<file path="config.mk">
export PLATFORM = sky130hd
export DESIGN_NAME = mem_port_arbiter
export DESIGN_NICKNAME = d
export VERILOG_FILES = /design/src/rtl/mem_pkg.sv /design/src/rtl/arb_starve_sel.sv /design/src/rtl/mem_port_arbiter.sv
export SDC_FILE = /design/constraint.sdc
export NUM_CORES = 1
export LEC_CHECK = 0
export ABC_AREA = 1
export CAP_MARGIN = 20
export CORE_MARGIN = 8
export CORE_UTILIZATION = 38
export CTS_BUF_LIST = sky130_fd_sc_hd__clkbuf_4 sky130_fd_sc_hd__clkbuf_8 sky130_fd_sc_hd__clkbuf_16
export DETAILED_ROUTE_END_ITERATION = 8
export HOLD_SLACK_MARGIN = 0.12
export PLACE_DENSITY = 0.95
export SYNTH_ARGS = -nofsm -noshare
export SYNTH_HDL_FRONTEND = slang
export SYNTH_SLANG_ARGS = --single-unit
</file>
<file path="constraint.sdc">
create_clock -name clk -period 4.15 [get_ports clk]
set_clock_uncertainty 0.15 [all_clocks]
set_input_delay 0.83 -clock clk [delete_from_list [all_inputs] [get_ports clk]]
set_output_delay 0.83 -clock clk [all_outputs]
set_load 0.02 [all_outputs]
</file>
<file path="src/rtl/mem_pkg.sv">
// Shared types for the unified memory port arbiter: FSM state, port owner and the
// latched request payload.
package mem_pkg;

    localparam int unsigned MEM_ADDR_W = 32;
    localparam int unsigned MEM_DATA_W = 32;
    localparam int unsigned MEM_BE_W   = MEM_DATA_W / 8;

    typedef enum logic [1:0] {
        IDLE,
        REQ,
        WAIT_RSP
    } arb_state_t;

    typedef enum logic [1:0] {
        OWN_NONE,
        OWN_IF,
        OWN_DM
    } owner_t;

    typedef struct packed {
        logic                  we;
        logic [MEM_BE_W-1:0]   be;
        logic [MEM_ADDR_W-1:0] addr;
        logic [MEM_DATA_W-1:0] wdata;
    } mem_req_t;

endpackage

</file>
<file path="src/rtl/arb_starve_sel.sv">
// Grant select between fetch and data requesters. Data wins unless fetch has
// already been passed over STARVE_MAX times in a row.
module arb_starve_sel
    import mem_pkg::*;
#(
    parameter int unsigned STARVE_MAX = 4
) (
    input  logic       clk,
    input  logic       rst_n,
    input  logic       if_valid,
    input  logic       dm_valid,
    input  logic       grant_taken,
    output owner_t     winner,
    output logic [3:0] starve_cnt
);

    localparam logic [3:0] CntMax = 4'(STARVE_MAX);

    logic [3:0] cnt_q, cnt_d;

    always_comb begin
        winner = OWN_NONE;
        if (dm_valid && !(if_valid && cnt_q == CntMax)) begin
            winner = OWN_DM;
        end else if (if_valid) begin
            winner = OWN_IF;
        end
    end

    // Count only grants that pass over a waiting fetch; anything else restarts the window.
    always_comb begin
        cnt_d = cnt_q;
        if (grant_taken) begin
            if (winner == OWN_DM && if_valid) begin
                cnt_d = (cnt_q == CntMax) ? cnt_q : cnt_q + 4'd1;
            end else begin
                cnt_d = 4'd0;
            end
        end
    end

    always_ff @(posedge clk) begin
        if (!rst_n) begin
            cnt_q <= 4'd0;
        end else begin
            cnt_q <= cnt_d;
        end
    end

    assign starve_cnt = cnt_q;

endmodule

</file>
<file path="src/rtl/mem_port_arbiter.sv">
// Shares one memory port between fetch (read-only) and the memory stage, one
// transaction at a time, with data priority bounded by a starvation counter.
module mem_port_arbiter
    import mem_pkg::*;
#(
    parameter int unsigned ADDR_W     = MEM_ADDR_W,
    parameter int unsigned DATA_W     = MEM_DATA_W,
    parameter int unsigned STARVE_MAX = 4
) (
    input  logic                clk,
    input  logic                rst_n,

    input  logic                if_req_valid,
    input  logic [ADDR_W-1:0]   if_req_addr,
    output logic                if_req_ready,
    output logic                if_rsp_valid,
    output logic [DATA_W-1:0]   if_rsp_data,

    input  logic                dm_req_valid,
    input  logic                dm_req_we,
    input  logic [DATA_W/8-1:0] dm_req_be,
    input  logic [ADDR_W-1:0]   dm_req_addr,
    input  logic [DATA_W-1:0]   dm_req_wdata,
    output logic                dm_req_ready,
    output logic                dm_rsp_valid,
    output logic [DATA_W-1:0]   dm_rsp_rdata,

    output logic                mem_req_valid,
    output logic                mem_req_we,
    output logic [DATA_W/8-1:0] mem_req_be,
    output logic [ADDR_W-1:0]   mem_req_addr,
    output logic [DATA_W-1:0]   mem_req_wdata,
    input  logic                mem_req_ready,
    input  logic                mem_rsp_valid,
    input  logic [DATA_W-1:0]   mem_rsp_rdata,

    output logic                busy,
    output logic                err_spurious
);

    arb_state_t state_q;
    owner_t     owner_q;
    mem_req_t   req_q, req_d;
    logic       err_q;

    owner_t     winner;
    logic [3:0] starve_cnt;
    logic       grant_taken;
    logic       rsp_hit;

    // Gated by rst_n so nothing leaks out combinationally while reset is held.
    assign grant_taken = rst_n && (state_q == IDLE) && (if_req_valid || dm_req_valid);

    arb_starve_sel #(
        .STARVE_MAX (STARVE_MAX)
    ) u_sel (
        .clk         (clk),
        .rst_n       (rst_n),
        .if_valid    (if_req_valid),
        .dm_valid    (dm_req_valid),
        .grant_taken (grant_taken),
        .winner      (winner),
        .starve_cnt  (starve_cnt)
    );

    always_comb begin
        req_d = req_q;
        if (winner == OWN_DM) begin
            req_d.we    = dm_req_we;
            req_d.be    = dm_req_be;
            req_d.addr  = dm_req_addr;
            req_d.wdata = dm_req_wdata;
        end else begin
            req_d.we    = 1'b0;
            req_d.be    = '1;
            req_d.addr  = if_req_addr;
            req_d.wdata = '0;
        end
    end

    always_ff @(posedge clk) begin
        if (!rst_n) begin
            state_q <= IDLE;
            owner_q <= OWN_NONE;
            req_q   <= '0;
            err_q   <= 1'b0;
        end else begin
            // A response in the acceptance cycle is also spurious: memory latency is >= 1.
            if (mem_rsp_valid && state_q != WAIT_RSP) begin
                err_q <= 1'b1;
            end
            unique case (state_q)
                IDLE: begin
                    if (grant_taken) begin
                        owner_q <= winner;
                        req_q   <= req_d;
                        state_q <= REQ;
                    end
                end
                REQ: begin
                    if (mem_req_ready) begin
                        state_q <= WAIT_RSP;
                    end
                end
                WAIT_RSP: begin
                    if (mem_rsp_valid) begin
                        owner_q <= OWN_NONE;
                        state_q <= IDLE;
                    end
                end
                default: state_q <= IDLE;
            endcase
        end
    end

    assign if_req_ready = grant_taken && (winner == OWN_IF);
    assign dm_req_ready = grant_taken && (winner == OWN_DM);

    assign rsp_hit      = rst_n && (state_q == WAIT_RSP) && mem_rsp_valid;
    assign if_rsp_valid = rsp_hit && (owner_q == OWN_IF);
    assign dm_rsp_valid = rsp_hit && (owner_q == OWN_DM);
    assign if_rsp_data  = if_rsp_valid ? mem_rsp_rdata : '0;
    assign dm_rsp_rdata = dm_rsp_valid ? mem_rsp_rdata : '0;

    assign mem_req_valid = rst_n && (state_q == REQ);
    assign mem_req_we    = req_q.we;
    assign mem_req_be    = req_q.be;
    assign mem_req_addr  = req_q.addr;
    assign mem_req_wdata = req_q.wdata;

    assign busy         = rst_n && (state_q != IDLE);
    assign err_spurious = err_q;

endmodule

</file>
# Word-level counts from Yosys, hierarchy flattened
# Index checks and enable logic that the tools add are counted.
dict set report word_totals {
  ff_bits 78
  input_bits 139
  out_inout_bits 140
  elab_cells 57
}
dict set report classes {
  add_sub_neg 1
  eq_ne 12
  mux 13
  n_reduce_logical 23
}
# op n
set ops {}
lappend ops {{69-bit two-way mux} 1}
lappend ops {{32-bit two-way mux} 2}
lappend ops {{1-bit logical AND} 14}
lappend ops {{2-bit two-way mux} 5}
lappend ops {{2-bit inequality test, second input constant} 5}
lappend ops {{4-bit two-way mux} 2}
lappend ops {{2-bit by 1-bit equality test with 1-bit output, second input constant} 3}
lappend ops {{2-bit equality test, second input constant} 3}
lappend ops {{2-bit one-hot mux with 3 select lines} 1}
lappend ops {{3-bit AND reduction} 2}
lappend ops {{4-bit by 1-bit adder with 4-bit output, second input constant} 1}
lappend ops {{4-bit by 3-bit equality test with 1-bit output, second input constant} 1}
lappend ops {{2-bit one-hot mux with 2 select lines} 1}
lappend ops {{2-bit AND reduction} 2}
lappend ops {{2-bit nonzero test} 2}
lappend ops {{2-bit zero test} 1}
lappend ops {{1-bit zero test} 1}
lappend ops {{1-bit logical OR} 1}
lappend ops {{1-bit two-way mux} 1}

# Depth between registers and ports, before layout
dict set report depth {
  ltp_word 9
  mapped_depth 12
}

# Hierarchy
# From an unflattened synthesis, not the netlist that was laid out.
dict set report unflattened {
  hier_cells 666
  hier_area_um2 4091.4
}
# module instances cells_per_inst area_each_um2 seq_area_each_um2
set by_module_without_submodules {}
lappend by_module_without_submodules {mem_port_arbiter 1 632 3853.7 1481.4}
lappend by_module_without_submodules {arb_starve_sel 1 34 237.7 80.1}

# Worst setup path before layout
# No wires, ideal clock.
dict set report synth_timing {
  path_type {in2out}
  from {input rst_n}
  to {output dm_rsp_rdata[22]}
  t_arrival_ns 1.809
  required_time_ns 3.170
  slack_ns 1.361
  stages 6
  path_cell_list {buf_2 > inv_1 > nor2_1 > nand3_2 > buf_2 > nor2_1}
}
dict set report synth_between {
  elab_chain_len 4
}
# item line
set synth_lines {}
lappend synth_lines {{start: declaration} mem_port_arbiter.sv:11} ;# input logic rst_n,
lappend synth_lines {{1-bit logical AND (2 in series)} mem_port_arbiter.sv:119} ;# assign rsp_hit = rst_n && (state_q == WAIT_RSP) && mem_rsp_valid;
lappend synth_lines {{1-bit logical AND} mem_port_arbiter.sv:121} ;# assign dm_rsp_valid = rsp_hit && (owner_q == OWN_DM);
lappend synth_lines {{32-bit two-way mux} mem_port_arbiter.sv:123} ;# assign dm_rsp_rdata = dm_rsp_valid ? mem_rsp_rdata : '0;
lappend synth_lines {{end: declaration} mem_port_arbiter.sv:26} ;# output logic [DATA_W-1:0] dm_rsp_rdata,
# Every way passes these cells.

# Final worst setup path
dict set report layout_timing {
  from {input mem_rsp_valid}
  to {output dm_rsp_rdata[20]}
}
dict set report layout_between {
  elab_chain_len 3
}
# item line
set layout_lines {}
lappend layout_lines {{start: declaration} mem_port_arbiter.sv:34} ;# input logic mem_rsp_valid,
lappend layout_lines {{1-bit logical AND} mem_port_arbiter.sv:119}
lappend layout_lines {{1-bit logical AND} mem_port_arbiter.sv:121}
lappend layout_lines {{32-bit two-way mux} mem_port_arbiter.sv:123}
# Every way passes these cells.

==> metrics.md <==
| Metric | Value |
|---|---|
| Final Power | `2.01 mW` |
| WS Path Type | `input port to primary output` |
| Post-synth top area share | `40.6%` |
| CTS tree | `built` |
| Syn_nets | `745` |
| Global-route wire length before repair | `23600 um` |
| PostCTS Resize Cnt | `0` |
| 1st-iter DRT viols | `374` |
| Seq cells post-synth | `78` |
| Detailed placement HPWL | `12700 um` |
| Global-route total usage across every layer | `22.3%` |
| Largest net degree at the start of global routing | `58` |
| Fmax | `0.260 GHz` |
| Clock transition at path regs | `70 ps` |
| Vias in the first global route | `4473` |
| Synth cell types | `22` |
| Hold buffer count at cts | `0` |
| Synth area leader | `dfxtp_1` |
| Ys async rst share | `0%` |
| Clk sink count | `78` |
| Status | `finished, final reports clean` |
| Vias per inst | `4.68` |
| Post-Synthesis Cells | `604` |
| Max Buffers Root-to-Sink | `2` |
| Post-synth top cells | `nand2_1 (142), nor2_1 (102), inv_1 (84), nand3_1 (81), dfxtp_1 (78)` |
| Drt pass-1 iters | `7` |
| Dominant cells by area after synthesis | `dfxtp_1 (41%), nand2_1 (14%), nand3_1 (11%)` |
| Slew @ Worst Pin | `618 ps` |
| VDD IR max | `0.276 mV` |
| Final count of negative-setup-slack endpoints | `0` |
| Layout cells sized above 1 | `4.47%` |
| Max Cap Violations | `0` |
| # rows | `36` |
| Worst Hold End | `mem_req_wdata[0]` |
| Die Ht | `117 um` |
| Setup repair after global routing missed its margin | `no` |
| Nets | `1008` |
| GR Overflow Total | `0` |
| Final GP Congestion | `0.926` |
| Hold path depth | `2` |
| Routed WL | `16000 um` |
| Max-slew headroom | `58.8%` |
| Pwr per Cell Area | `290 nW/um^2` |
| Initial antenna violation count | `0` |
| Crit start category | `input port` |
| CP Max Fanout | `33` |
| CP arrival | `2860 ps` |
| CP Data Required Time | `3170 ps` |
| Postcts setup bufs | `0` |
| # IOs | `279` |
| Nature of the critical path endpoint | `primary output` |
| Post-synth top flop | `dfxtp_1` |
| Starting Density | `39.2%` |
| Worst R2R Path Depth | `6` |
| EDFF count, synth | `0` |
| Wire per inst | `15.9 um` |
| Total Neg Setup Slack | `0 ps` |
| Synth warnings | `0` |
| Area Growth Syn to Fin | `80.0%` |
| Die ar. | `13600 um^2` |
| Worst hold start | `mem_req_wdata[0]` |
| H-tree Lvls | `3` |
| Final Max Tran Viols | `0` |
| Hold Violations, Final | `0` |
| Via Count | `4717` |
| Syn Area/Cell | `6.37 um^2` |
| Register area share after synthesis | `40.6%` |
| Hold Path Class | `flip-flop to flip-flop` |
| Worst R2R End | `mem_req_wdata[19]` |
| Crit Reg-Reg Startpoint | `state_q[1]` |
| TritonCTS buffer count | `9` |
| Clk_lat worst skew | `330 ps` |
| Area of the mapped netlist | `3850 um^2` |
| R2R Setup Slk | `2140 ps` |
| Port Buffer Count | `278` |
| Die W | `117 um` |
| Post-route ant nets | `0` |
| Period minus WS final | `3840 ps` |
| Root Buffer | `clkbuf_8` |
| Pleak | `3.02 nW` |
| DRC viols | `0` |
| Fin crit share | `92.6%` |
| Count leader, synth | `nand2_1` |
| Core Area | `9820 um^2` |
==> sequential cells by signal (all words and copies together) (netlist names) <==
register,flops
owner_q,2
mem_req_be,4
mem_req_we,1
state_q,2
mem_req_addr,32
u_sel.starve_cnt,4
err_spurious,1
mem_req_wdata,32
==> area by class of cell <==
type | instances | area (um^2)
Clock buffer | 11 | 139
Antenna cell | 2 | 5.00
Clock inverter | 5 | 83.8
Timing Repair Buffer | 292 | 2890
Sequential cell | 78 | 1560
Tap cell | 133 | 166
Inverter | 86 | 323
Fill cell | 759 | 2900
Multi-Input combinational cell | 400 | 1760
==> layout by cell type, fill, tap and decap left out, types with 3 or more instances in the layout <==
master,n
o21ai_1,11
a21oi_1,36
dfxtp_1,78
nand3_2,3
nand2_1,141
buf_4,14
o21ai_0,16
inv_1,84
nor2_1,101
clkdlybuf4s50_1,278
clkbuf_8,9
nand3_1,81
==> logic make-up (layout without fill, tap and decap cells) <==
kind of cell	after synthesis	in the layout	share of synthesized area, %
compound gates	65	65	8.59
xor+xnor	1	1	0.228
fa+ha+maj	2	2	0.651
buf+inv	126	394	13.8
flops	78	78	40.6
other cells	0	2	0
simple gates	332	332	36.1
==> stage by stage <==
stage / util (%) / worst slack (ps) / instances / area, um^2 / hold WS, ps
after floorplan: - / 1360 / 604 / 3850 / 339
after CTS: 70.5 / 373 / 1005 / 6920 / 319
final: 70.5 / 309 / 1007 / 6920 / 314
after global placement: 68.2 / 390 / 989 / 6700 / 300
after global routing: 70.5 / 209 / 1005 / 6920 / 340
after detailed placement: 68.2 / 371 / 989 / 6700 / 306
==> per-layer routing <==
metal	vias up	global-route usage, %	share of wire (%)
met2	197	39.4	51
met1	2105	23.3	36
li1	2378	-	-
met5	-	0	0
met4	0	10.5	3.1
met3	37	7.65	10
==> critical path, cell delays in order <==
cell and delay (ps):
clkdlybuf4s50_1 500, nand2_1 100, nor2_1 180, nand3_2 80, buf_4 250, nor2_1 260, clkdlybuf4s50_1 660
==> worst max-delay path by stage <==
stage                       start                to  slack, ps  depth (start not counted)
finish              mem_rsp_valid  dm_rsp_rdata[20]        310                          7
global route        mem_rsp_valid  dm_rsp_rdata[20]        210                          7
CTS                 mem_rsp_valid  dm_rsp_rdata[20]        370                          7
detailed placement  mem_rsp_valid  dm_rsp_rdata[20]        370                          7
global placement    mem_rsp_valid   if_rsp_data[14]        390                          7
floorplan                   rst_n  dm_rsp_rdata[22]       1360                          6
==> report_power, final <==
part           total [mW]  internal (mW)  switching, mW
logic               0.538          0.275          0.263
registers           0.842          0.810         0.0320
clock network       0.629          0.354          0.275
No activity file was read; power rests on OpenSTA's default activity.
